**src/rtl/game_sync_tx.sv**
```systemverilog
// game_sync_tx: sends the local game status to the partner board as a
// 4-byte UART packet. The packet is A5, status, boss_hp, then an XOR checksum.
// A packet is sent on a status change, on a start press, or when the
// refresh interval expires. All outputs are registered, so they follow
// the FSM state one cycle later.
module game_sync_tx #(
  parameter int CLKS_PER_BIT   = 564,
  parameter int REFRESH_CYCLES = 6_500_000
) (
  input  logic       clk,
  input  logic       rst,
  input  logic       game_start,
  input  logic [1:0] game_state,
  input  logic [3:0] current_health,
  input  logic [6:0] boss_hp,
  output logic       tx,
  output logic       busy,
  output logic       pkt_sent
);

  localparam int CW = (CLKS_PER_BIT > 1) ? $clog2(CLKS_PER_BIT) : 1;
  localparam int RW = (REFRESH_CYCLES > 1) ? $clog2(REFRESH_CYCLES) : 1;
  localparam logic [7:0] HEADER = 8'hA5;

  typedef enum logic [2:0] {
    ST_IDLE,
    ST_START,
    ST_DATA,
    ST_STOP,
    ST_DONE
  } state_t;

  state_t         state_q, state_d;
  logic           tx_q, tx_d;
  logic           busy_q, busy_d;
  logic           pkt_sent_q, pkt_sent_d;
  logic           start_pending_q, start_pending_d;
  logic [RW-1:0]  refresh_q, refresh_d;
  logic [12:0]    last_sent_q, last_sent_d;
  logic [31:0]    shift_q, shift_d;
  logic [CW-1:0]  clk_cnt_q, clk_cnt_d;
  logic [2:0]     bit_cnt_q, bit_cnt_d;
  logic [1:0]     byte_cnt_q, byte_cnt_d;

  logic [12:0]    status;
  logic           start_flag;
  logic           request;
  logic           bit_last;
  logic [7:0]     b1, b2, b3;

  assign status   = {game_state, current_health, boss_hp};
  assign bit_last = (clk_cnt_q == CW'(CLKS_PER_BIT - 1));

  // Packet assembly from the live inputs; only used when a snapshot is taken.
  always_comb begin
    start_flag = start_pending_q | game_start;
    b1 = {game_state, start_flag, 1'b0, current_health};
    b2 = {1'b0, boss_hp};
    b3 = HEADER ^ b1 ^ b2;
    request = (status != last_sent_q) || start_pending_q || game_start ||
              (refresh_q == RW'(REFRESH_CYCLES - 1));
  end

  // Next-state logic: sequencing, shifting, and registered line outputs.
  always_comb begin
    state_d         = state_q;
    tx_d            = 1'b1;
    busy_d          = 1'b0;
    pkt_sent_d      = 1'b0;
    start_pending_d = start_pending_q | game_start;
    refresh_d       = refresh_q;
    last_sent_d     = last_sent_q;
    shift_d         = shift_q;
    clk_cnt_d       = clk_cnt_q;
    bit_cnt_d       = bit_cnt_q;
    byte_cnt_d      = byte_cnt_q;

    case (state_q)
      ST_IDLE: begin
        refresh_d = refresh_q + RW'(1);
        if (request) begin
          // Byte 0 sits in the low bits so the line always shifts out bit 0.
          shift_d         = {b3, b2, b1, HEADER};
          last_sent_d     = status;
          start_pending_d = 1'b0;
          refresh_d       = '0;
          clk_cnt_d       = '0;
          byte_cnt_d      = '0;
          state_d         = ST_START;
        end
      end
      ST_START: begin
        tx_d   = 1'b0;
        busy_d = 1'b1;
        if (bit_last) begin
          clk_cnt_d = '0;
          bit_cnt_d = '0;
          state_d   = ST_DATA;
        end else begin
          clk_cnt_d = clk_cnt_q + CW'(1);
        end
      end
      ST_DATA: begin
        tx_d   = shift_q[0];
        busy_d = 1'b1;
        if (bit_last) begin
          clk_cnt_d = '0;
          shift_d   = {1'b0, shift_q[31:1]};
          if (bit_cnt_q == 3'd7) begin
            state_d = ST_STOP;
          end else begin
            bit_cnt_d = bit_cnt_q + 3'd1;
          end
        end else begin
          clk_cnt_d = clk_cnt_q + CW'(1);
        end
      end
      ST_STOP: begin
        tx_d   = 1'b1;
        busy_d = 1'b1;
        if (bit_last) begin
          clk_cnt_d = '0;
          if (byte_cnt_q == 2'd3) begin
            state_d = ST_DONE;
          end else begin
            byte_cnt_d = byte_cnt_q + 2'd1;
            state_d    = ST_START;
          end
        end else begin
          clk_cnt_d = clk_cnt_q + CW'(1);
        end
      end
      ST_DONE: begin
        pkt_sent_d = 1'b1;
        state_d    = ST_IDLE;
      end
      default: state_d = ST_IDLE;
    endcase
  end

  // State register; reset abandons any packet and invalidates last_sent.
  always_ff @(posedge clk) begin
    if (rst) begin
      state_q         <= ST_IDLE;
      tx_q            <= 1'b1;
      busy_q          <= 1'b0;
      pkt_sent_q      <= 1'b0;
      start_pending_q <= 1'b0;
      refresh_q       <= '0;
      last_sent_q     <= '1;
      shift_q         <= '0;
      clk_cnt_q       <= '0;
      bit_cnt_q       <= '0;
      byte_cnt_q      <= '0;
    end else begin
      state_q         <= state_d;
      tx_q            <= tx_d;
      busy_q          <= busy_d;
      pkt_sent_q      <= pkt_sent_d;
      start_pending_q <= start_pending_d;
      refresh_q       <= refresh_d;
      last_sent_q     <= last_sent_d;
      shift_q         <= shift_d;
      clk_cnt_q       <= clk_cnt_d;
      bit_cnt_q       <= bit_cnt_d;
      byte_cnt_q      <= byte_cnt_d;
    end
  end

  assign tx       = tx_q;
  assign busy     = busy_q;
  assign pkt_sent = pkt_sent_q;

endmodule

```
**config.mk**
```make
export PLATFORM = sky130hd
export DESIGN_NAME = game_sync_tx
export DESIGN_NICKNAME = d
export VERILOG_FILES = /design/src/rtl/game_sync_tx.sv
export SDC_FILE = /design/constraint.sdc
export NUM_CORES = 1
export LEC_CHECK = 0
export ABC_AREA = 0
export BUFFER_PORTS_ARGS = -buffer_cell sky130_fd_sc_hd__buf_2
export CORE_ASPECT_RATIO = 1.4
export CORE_MARGIN = 3
export CORE_UTILIZATION = 55
export DETAILED_ROUTE_END_ITERATION = 16
export PLACE_DENSITY = 0.84
export SYNTH_ARGS = -nofsm -noshare
export SYNTH_HDL_FRONTEND = slang
export SYNTH_SLANG_ARGS = --single-unit
export TNS_END_PERCENT = 30
```
**constraint.sdc**
```tcl
create_clock -name clk -period 5.2 [get_ports clk]
set_input_delay 0.78 -clock clk [delete_from_list [all_inputs] [get_ports clk]]
set_output_delay 0.78 -clock clk [all_outputs]
set_load 0.05 [all_outputs]
```
# After elaboration in Yosys (flattened, before gate mapping)
# Cells that the tools add are included.
[totals]
regBits = 90
out_inout_bits = 3
elab_cells = 76
[op_classes]
add_sub_neg = 4
n_eq_ne = 16
n_mux = 27
bitwise_logic = 3
n_reduce_logical = 15
[op_table]
columns = ["op", "count"]
rows = [
  ["32-bit 2-to-1 mux", 2],
  ["32-bit one-hot mux with 2 select lines", 1],
  ["3-bit 2-to-1 mux", 9],
  ["23-bit by 1-bit adder with 23-bit output, second input constant", 1],
  ["23-bit == test, second input constant", 1],
  ["23-bit 2-to-1 mux", 1],
  ["10-bit 2-to-1 mux", 2],
  ["10-bit one-hot mux with 2 select lines", 1],
  ["2-bit inequality test, second input constant", 7],
  ["13-bit inequality test", 1],
  ["3-bit one-hot mux with 4 select lines", 1],
  ["10-bit by 1-bit adder with 10-bit output, second input constant", 1],
  ["10-bit == test, second input constant", 1],
  ["4-bit AND reduction", 2],
  ["2-bit nonzero test", 4],
  ["8-bit by 7-bit XOR with 8-bit output", 1],
  ["3-bit by 2-bit == test with 1-bit output, second input constant", 2],
  ["3-bit == test, second input constant", 2],
  ["2-bit 2-to-1 mux", 3],
  ["3-bit one-hot mux with 2 select lines", 1],
  ["5-bit AND reduction", 1],
  ["1-bit 2-to-1 mux", 4],
  ["4-bit inverter", 1],
  ["2-bit one-hot mux with 2 select lines", 1],
  ["11 further kinds", 14],
]

# Longest topological paths before layout
# Gate-level depths: netlist of run 1.
[logic_depth]
depth_word = 6
depth_mapped = 8
depth_no_buf = 7

# Worst setup path before layout of run 1
# No wires, ideal clock.
[synth_timing]
path_kind = "input-to-reg"
startpoint = "input port boss_hp[4]"
endpoint = "register last_sent_q[0]"
setup_ps = 129
arrival_time_ps = 2318
required_time_ps = 5071
slack_ps = 2752
path_stages = 7
path_buffers = 1
path_cell_list = "xor2_1 nor4_1 nand4bb_1 o21ai_1 buf_2 mux2i_1 nand2_1"
[synth_between]
elab_chain_cells = 5
[synth_lines]
columns = ["element", "line_no", "rtl"]
rows = [
  ["start: declaration", "15", "input logic [6:0] boss_hp,"],
  ["13-bit inequality test", "60", "request = (status != last_sent_q) || start_pending_q || game_start ||"],
  ["1-bit logical OR (3 in a row)", "60", ""],
  ["2-bit AND reduction (no line)", "-", ""],
  ["end signal: assignment", "162", "last_sent_q <= last_sent_d;"],
  ["end: declaration", "39", "logic [12:0] last_sent_q, last_sent_d;"],
]
# No other way between the ends.
# A chain may end at the register's enable or synchronous reset.

# Worst setup path after layout of run 1
[layout_timing]
startpoint = "input port boss_hp[1]"
endpoint = "register refresh_q[12]"
[layout_between]
elab_chain_cells = 5
[layout_lines]
columns = ["element", "line_no", "rtl"]
rows = [
  ["13-bit inequality test", "60", ""],
  ["1-bit logical OR (3 in a row)", "60", ""],
  ["23-bit 2-to-1 mux", "81", "if (request) begin"],
  ["end signal: assignment", "161", "refresh_q <= refresh_d;"],
  ["end: declaration", "38", "logic [RW-1:0] refresh_q, refresh_d;"],
]
# No other way between the ends.

==> flow_metrics.tcl, run 1 <==
set metrics [dict create \
    drc 0 \
    tightest_slew_ns 1.16 \
    worstReg2RegStart "clk_cnt_q[2]$_SDFFE_PP0P_" \
    synth.cell_area_um2 4150 \
    syn-num-nets 499 \
    dr.pass1.iters 4 \
    row_count 36 \
    skew_ns 0.0121 \
    ys_seq_elements 90 \
    regToRegEndpoint "shift_q[19]$_SDFFE_PP0P_" \
    dieHeight_um 109 \
    maxCapViolations 0 \
    mostFrequentLayoutCells "dfxtp_1, nor2_1, nand2_1" \
    gp_congestion 0.848 \
    holdCritStartpoint "shift_q[7]$_SDFFE_PP0P_" \
    cp_max_fo 26 \
    crit_slowest_cell "o21ai_4" \
    fmax_mhz 337 \
    hold_end "shift_q[6]$_SDFFE_PP0P_" \
    reg2regPathDepth 5 \
    routedWlPerCell_um 15.2 \
    setup_viol 0 \
    seq_area_frac_synth_pct 43.5 \
    syn_to_final_growth_pct 7.85 \
    crit_path_end_kind "register" \
    maxSlewHeadroom_pct 22.4 \
    slew_violations 0 \
    fin_hold_ws_ns 0.461 \
    crit_required_ns 5.47 \
    place.detailed.hpwl_um 5940 \
    hold_depth 2 \
    p_leak_nw 1.60 \
    hold_viol 0 \
    ctsLongestPathBuffers 2 \
    path_cells "buf_2, xnor2_1, nand4_1, nand4bb_1, o21ai_4, nand2_1, nor2_1" \
    powerDensity_nw_per_um2 340 \
    ioPinCount 19 \
    syn_inst 478 \
    hp-class "reg -> reg" \
    start_util_pct 57.9 \
    vias 3493 \
    design.final.nets 502 \
    final_common_cell "dfxtp_1" \
    min_period_ns 2.96 \
    numCtsBuffers 9 \
    fin_ws_ns 2.24 \
    grt-ovfl-total 0 \
    synthDistinctLibCells 49 \
    grt_max_degree 52 \
    final_layout_size_suffix_gt1_share_pct 12.8 \
    syn_avg_cell_area_um2 8.67 \
    rrSetupSlack_ns 2.37 \
    ctsHoldBuffers 0 \
    wl_um 8830 \
    synth_warnings 0 \
    fin_area_um2 4470 \
    postCtsSetupRepairBufs 0 \
    vias_per_cell 6.01 \
    tns_ns 0 \
    clock-sinks 90 \
    core_um2 7160 \
    clk_pin_slew_ns 0.09 \
    synth_edf_count 0 \
    track_usage_pct 21.9 \
    start_kind "primary input" \
    dieArea_um2 8630 \
    synthArstFlopShare_pct 0 \
    dr.first_iter.drc_count 164 \
    antenna_found_initial 0 \
    grt_pass1_wl_um 15200 \
    antenna_left 0 \
    clk_latency_ns 0.35 \
    pre_cts_slack_ns 1.89 \
    finalCritPeriodShare_pct 57.0 \
    multi_input_area_um2 2220 \
    cts_tree "yes" \
    status "finished clean" \
    num_antenna_cells 0 \
    rsz0062_at_grt "no" \
    post_cts_resized 0 \
    fin_total_pwr_mw 1.52 \
    io_buffers 18 \
    root_buffer "clkbuf_8" \
    cts_htree_levels 3 \
    synth_ff_type "dfxtp_1" \
    placed_area_um2 4270 \
    cp_slowest_stage_delay_ns 0.68 \
    seqCellArea_um2 1800 \
    grt_pass1_vias 3401 \
    fill_cells 611 \
    die_w_um 79.4 \
    crit_arrival_ns 3.23 \
    peakVddDrop_uv 315 \
    crit_type "in -> reg" \
]
power breakdown:
part	internal, mW	total [mW]	switching [mW]
Clock	0.248	0.486	0.238
Combinational	0.0991	0.257	0.158
Sequential	0.742	0.777	0.0351
Total	1.09	1.52	0.431
state kept, by name (all words and copies together), names as in the netlist:
register         count
shift_q             32
refresh_q           23
last_sent_q         13
clk_cnt_q           10
bit_cnt_q            3
state_q              3
byte_cnt_q           2
busy                 1
pkt_sent             1
start_pending_q      1
tx                   1
through the flow:
stage / cells / util (%)
after CTS: 581 / 62.4
final: 581 / 62.4
after global routing: 581 / 62.4
after detailed placement: 565 / 59.6
after global placement: 565 / 59.6
after floorplan: 478 / -
metal layers:
metal	track usage (%)	share of wire, %	vias up
met5	0	0	-
met4	8.11	1.4	0
met3	5.12	4.8	13
met2	38.2	51	95
met1	26.0	43	1682
li1	-	-	1703
logic make-up after synthesis:
kind of cell,count (synthesis),share of synthesized area [%]
XOR/XNOR,41,8.66
flip-flops,90,43.5
AO/OA/AOI/OAI,81,14.5
AND/OR/NAND/NOR,214,25.3
adder cells (fa/ha/maj),5,1.51
buffers and inverters,33,3.23
multiplexers,14,3.38
how the worst max path moves through the flow:
stage,start,endpoint,depth (start not counted)
4_1_cts,current_health[2],refresh_q[12]$_SDFFE_PP0P_,7
3_3_place_gp,current_health[2],refresh_q[18]$_SDFFE_PP0P_,7
6_report,boss_hp[1],refresh_q[12]$_SDFFE_PP0P_,7
3_5_place_dp,current_health[2],refresh_q[12]$_SDFFE_PP0P_,7
5_1_grt,boss_hp[1],refresh_q[7]$_SDFFE_PP0P_,7
2_1_floorplan,boss_hp[4],last_sent_q[0]$_SDFFE_PP1P_,7
cell type report:
cell class | instances | area share, %
clock inverter | 4 | 1.12
inverter | 5 | 0.420
timing repair buffer | 20 | 2.35
multi-input combinational | 355 | 49.7
tap | 95 | 2.66
sequential | 90 | 40.3
clock buffer | 12 | 3.47
Yosys cell counts (3+ instances only):
master / n / area, µm²
xnor2_1: 19 / 166
a221oi_1: 4 / 35.0
a21oi_1: 22 / 110
o21ai_0: 10 / 50.1
a31oi_1: 5 / 31.3
and3_1: 4 / 25.0
nand2_1: 42 / 158
or3_1: 3 / 18.8
xor2_1: 22 / 193
nand2b_1: 3 / 18.8
dfxtp_1: 90 / 1800
a211oi_1: 6 / 45.0
nand4_1: 7 / 43.8
a311oi_1: 4 / 35.0
inv_1: 5 / 18.8
nor3_1: 13 / 65.1
buf_2: 5 / 25.0
nand3_1: 27 / 135
o221a_2: 16 / 180
nand3b_1: 4 / 30.0
clkbuf_1: 20 / 75.1
mux2i_1: 14 / 140
ha_1: 5 / 62.6
a41oi_1: 3 / 26.3
and4_1: 5 / 43.8
nor2_1: 88 / 330
worst max-delay path, delay by kind of cell:
kind,cells,cell delay [ns]
buf+inv,1,0.14
xor+xnor,1,0.21
compound gates,1,0.68
simple gates,4,1.42
(Power assumes the default switching activity.)
==> run 2: changes to the inputs <==
==> constraint.sdc (replaced) <==
create_clock -name clk -period 2.76 [get_ports clk]
set_input_delay 0.414 -clock clk [delete_from_list [all_inputs] [get_ports clk]]
set_output_delay 0.414 -clock clk [all_outputs]
set_load 0.05 [all_outputs]
==> run 2 against run 1 <==
Compared with the run above: largest power group unchanged; count of clock-buffer cells in the layout stayed put; hold slack worse by 0.15 ns; global-route usage is 0.47 points higher; routed wire length is 3.0% higher; combinational power is 99% higher; total power is 91% higher; first-iteration DRC count is 53% higher; core utilization is 1.3 points higher.
==> flow_metrics.tcl, run 2 (synthesis gave the netlist of run 1 again) <==
set metrics [dict create \
    row_count 36 \
    antenna_found_initial 0 \
    postCtsSetupRepairBufs 0 \
    design.final.nets 514 \
    grt_max_degree 31 \
    final_common_cell "dfxtp_1" \
    hold_viol 0 \
    fin_total_pwr_mw 2.91 \
    routedWlPerCell_um 15.3 \
    maxSlewHeadroom_pct 48.2 \
    peakVddDrop_uv 580 \
    fill_cells 589 \
    vias 3508 \
    crit_type "reg -> reg" \
    place.detailed.hpwl_um 6070 \
    regMostFlops "shift_q" \
    core_um2 7160 \
    hp-class "in -> reg" \
    path_common_cell "nor2_1" \
    powerDensity_nw_per_um2 637 \
    vias_per_cell 5.92 \
    dieHeight_um 109 \
    crit_required_ns 2.98 \
    mostFrequentLayoutCells "dfxtp_1, nor2_1, nand2_1" \
    fmax_mhz 425 \
    grt-ovfl-total 0 \
    p_leak_nw 1.66 \
    num_antenna_cells 0 \
    grt_pass1_wl_um 15400 \
    cp_slowest_stage_delay_ns 0.58 \
    clock-sinks 90 \
    dieArea_um2 8630 \
    hold_depth 3 \
    reg2regPathDepth 7 \
    antenna_left 0 \
    ioPinCount 19 \
    wl_um 9100 \
    largest_reg_flops 32 \
    ctsHoldBuffers 0 \
    crit_path_end_kind "register" \
    crit_slowest_cell "a21oi_1" \
    clk_latency_ns 0.36 \
    dr.first_iter.drc_count 251 \
    setup_viol 0 \
    clk_pin_slew_ns 0.09 \
    final_layout_size_suffix_gt1_share_pct 14.9 \
    cts_htree_levels 3 \
    tns_ns 0 \
    post_cts_resized 0 \
    root_buffer "clkbuf_8" \
    skew_ns 0.00824 \
    path_cells "ha_1, and4_1, nand4_1, nor2_1, nor2_1, a21oi_1, a311oi_1" \
    maxCapViolations 0 \
    ctsLongestPathBuffers 2 \
    holdCritStartpoint "boss_hp[4]" \
    cts_tree "yes" \
    startpoint "refresh_q[0]$_SDFFE_PP0P_" \
    crit_arrival_ns 2.57 \
    die_w_um 79.4 \
    worstReg2RegStart "refresh_q[0]$_SDFFE_PP0P_" \
    gp_congestion 0.870 \
    cp_max_fo 8 \
    track_usage_pct 22.3 \
    start_kind "register" \
    drc 0 \
    slew_violations 0 \
    rsz0062_at_grt "no" \
    start_util_pct 57.9 \
    dr.pass1.iters 5 \
    status "finished clean" \
    min_period_ns 2.35 \
    io_buffers 18 \
    tightest_slew_ns 0.775 \
    numCtsBuffers 9 \
    syn_to_final_growth_pct 10.0 \
    grt_pass1_vias 3432 \
    reg_top3 "shift_q (32), refresh_q (23), last_sent_q (13)" \
    finalCritPeriodShare_pct 85.2 \
]
run 2: through the flow:
| stage | util, % | instance area (µm²) | cells | hold slack, ns | setup WS [ns] |
|---|---|---|---|---|---|
| 3_5_place_dp | 60.8 | 4360 | 577 | 0.451 | 0.237 |
| 2_1_floorplan | - | 4150 | 478 | 0.432 | 0.678 |
| 3_3_place_gp | 60.8 | 4360 | 577 | 0.437 | 0.428 |
| 5_1_grt | 63.7 | 4560 | 593 | 0.338 | 0.209 |
| 4_1_cts | 63.7 | 4560 | 593 | 0.294 | 0.426 |
| 6_report | 63.7 | 4560 | 593 | 0.310 | 0.410 |
run 2: per-layer routing:
layer  routed length, µm  global-route usage, %  share of wire, %  vias up
met5                   0                      0                 0        -
met4                 185                   9.95               2.0        0
met3                 367                   4.46               4.0       17
met2                4590                   38.4                50       88
met1                3960                   26.9                43     1674
li1                    -                      -                 -     1729
run 2: area by class of cell:
type | count | area [µm²] | area share, %
well taps | 95 | 119 | 2.61
clock buffers | 12 | 155 | 3.40
inverters | 5 | 18.8 | 0.411
repair buffers | 32 | 195 | 4.28
flip-flops and latches | 90 | 1800 | 39.5
clock inverters | 4 | 50.0 | 1.10
multi-input cells | 355 | 2220 | 48.7
run 2: worst max-delay path, delay by kind of cell (launching register included):
kind	cells	cell delay, ns
AOI/OAI and AO/OA	2	0.78
adders and majority gates	1	0.22
DFF	1	0.38
and+or+nand+nor	4	0.83
run 2: power breakdown:
part	total [mW]	switching (mW)	internal [mW]
Clock	0.929	0.463	0.467
Sequential	1.47	0.0685	1.40
Combinational	0.512	0.305	0.207
run 2: worst paths after layout:
kind / end / slack, ns
max: clk_cnt_q[3]$_SDFFE_PP0P_ / 0.41
min: last_sent_q[4]$_SDFFE_PP1P_ / 0.31
max reg2reg: clk_cnt_q[3]$_SDFFE_PP0P_ / 0.41
min reg2reg: shift_q[23]$_SDFFE_PP0P_ / 0.46
==> run 3: changes to the inputs <==
==> constraint.sdc (replaced) <==
create_clock -name clk -period 2.3 [get_ports clk]
set_input_delay 0.345 -clock clk [delete_from_list [all_inputs] [get_ports clk]]
set_output_delay 0.345 -clock clk [all_outputs]
set_load 0.05 [all_outputs]
==> run 3 against run 2 <==
Compared with the run above: setup slack got worse by 0.25 ns; core utilization increased by 0.44 points; routed wire length grew 1.4%; first-iteration DRC count decreased by 21%; total power rose by 17%; combinational power rose by 23%; critical path depth down 2; clock power increased by 9%; register-to-register slack got worse by 0.25 ns; cell area increased by 0.69%; critical path type unchanged; critical endpoint is now shift_q[28]$_SDFFE_PP0P_; largest cell class unchanged; largest power group unchanged.
==> flow_metrics.tcl, run 3 (synthesis gave the netlist of run 1 again) <==
set metrics [dict create \
    start_kind "register" \
    design.final.nets 521 \
    fmax_mhz 466 \
    cts_htree_levels 3 \
    dr.first_iter.drc_count 198 \
    tns_ns 0 \
    track_usage_pct 23.0 \
    die_w_um 79.4 \
    p_leak_nw 1.68 \
    largest_reg_flops 32 \
    status "finished clean" \
    tightest_slew_ns 0.754 \
    postCtsSetupRepairBufs 0 \
    setup_viol 0 \
    maxCapViolations 0 \
    placed_area_um2 4420 \
    antenna_found_initial 0 \
    place.detailed.hpwl_um 6370 \
    dieHeight_um 109 \
    grt_pass1_wl_um 15700 \
    post_cts_resized 0 \
    cp_max_fo 16 \
    ctsHoldBuffers 0 \
    hp-class "in -> reg" \
    vias_per_cell 5.88 \
    multi_input_area_um2 2220 \
    row_count 36 \
    num_antenna_cells 0 \
    clk_pin_slew_ns 0.08 \
    crit_type "reg -> reg" \
    io_buffers 18 \
    skew_ns 0.0104 \
    powerDensity_nw_per_um2 741 \
    min_period_ns 2.15 \
    grt_util_met2_pct 39.2 \
    rsz0062_at_grt "no" \
    regMostFlops "shift_q" \
    final_layout_size_suffix_gt1_share_pct 15.5 \
    drc 0 \
    grt_pass1_vias 3368 \
    finalCritPeriodShare_pct 93.3 \
    wl_um 9230 \
    fin_hold_ws_ns 0.237 \
    fill_cells 567 \
    slew_violations 0 \
    clk_latency_ns 0.36 \
    grt_max_degree 35 \
    clock-sinks 90 \
    antenna_left 0 \
    syn_to_final_growth_pct 10.8 \
    crit_path_end_kind "register" \
    cts_tree "yes" \
    ioPinCount 19 \
    routedWlPerCell_um 15.5 \
    crit_arrival_ns 2.45 \
    reg_top3 "shift_q (32), refresh_q (23), last_sent_q (13)" \
    fin_area_um2 4590 \
    rrSetupSlack_ns 0.15 \
    ctsLongestPathBuffers 2 \
    gp_congestion 0.889 \
    dr.pass1.iters 5 \
    seqCellArea_um2 1800 \
    grt-ovfl-total 0 \
    root_buffer "clkbuf_8" \
    crit_required_ns 2.61 \
    core_um2 7160 \
    final_common_cell "dfxtp_1" \
    top_usage_layer "met2" \
    grt_use_met1_pct 27.8 \
    met3_usage_pct 5.37 \
    numCtsBuffers 9 \
    maxSlewHeadroom_pct 49.6 \
    vias 3513 \
    mostFrequentLayoutCells "dfxtp_1, nor2_1, nand2_1" \
    peakVddDrop_uv 494 \
    hold_viol 0 \
    dieArea_um2 8630 \
    start_util_pct 57.9 \
]
run 3: cell types whose count changed in the layout (fill, tap and decap cells not counted), sizes merged:
cell,before,now
clkinv,1,2
clkbuf,12,10
clkinvlp,2,0
buf,32,39
run 3: worst max-delay path, cell delays in order, from the launching register on:
cell     delay (ns)
dfxtp_1        0.38
or4_4          0.59
nor4_4         0.34
nand2_2        0.20
nand2_2        0.32
o221a_2        0.27
run 3: area by class of cell:
cell class | instances | share of cell area (%)
sequential | 90 | 39.2
inverter | 5 | 0.409
tap | 95 | 2.59
multi-input combinational | 355 | 48.4
clock inverter | 3 | 0.953
timing repair buffer | 39 | 5.67
clock buffer | 10 | 2.78
run 3: final timing paths:
| check | depth (start not counted) | start | end |
|---|---|---|---|
| min | 3 | boss_hp[4] | last_sent_q[4]$_SDFFE_PP1P_ |
| max | 5 | clk_cnt_q[2]$_SDFFE_PP0P_ | shift_q[28]$_SDFFE_PP0P_ |
| max reg2reg | 5 | clk_cnt_q[2]$_SDFFE_PP0P_ | shift_q[28]$_SDFFE_PP0P_ |
| min reg2reg | 2 | shift_q[5]$_SDFFE_PP0P_ | shift_q[4]$_SDFFE_PP0P_ |
run 3: metrics by stage:
stage          total power, mW  cells  setup WS (ns)  util, %
6_report                  3.41    597          0.155     64.1
5_1_grt                   3.58    597         0.0745     64.1
4_1_cts                   3.42    597          0.178     64.1
3_5_place_dp              2.42    584          0.109     61.7
3_3_place_gp              2.40    584          0.187     61.7
2_1_floorplan             2.23    478          0.255        -
run 3: layer usage:
layer	wire length, µm	share of wire (%)
met5	0	0
met4	190	2.1
met3	411	4.5
met2	4610	50
met1	4020	44
run 3: power breakdown:
part | switching, mW | internal [mW]
Clock | 0.528 | 0.485
Combinational | 0.361 | 0.269
Sequential | 0.0855 | 1.68
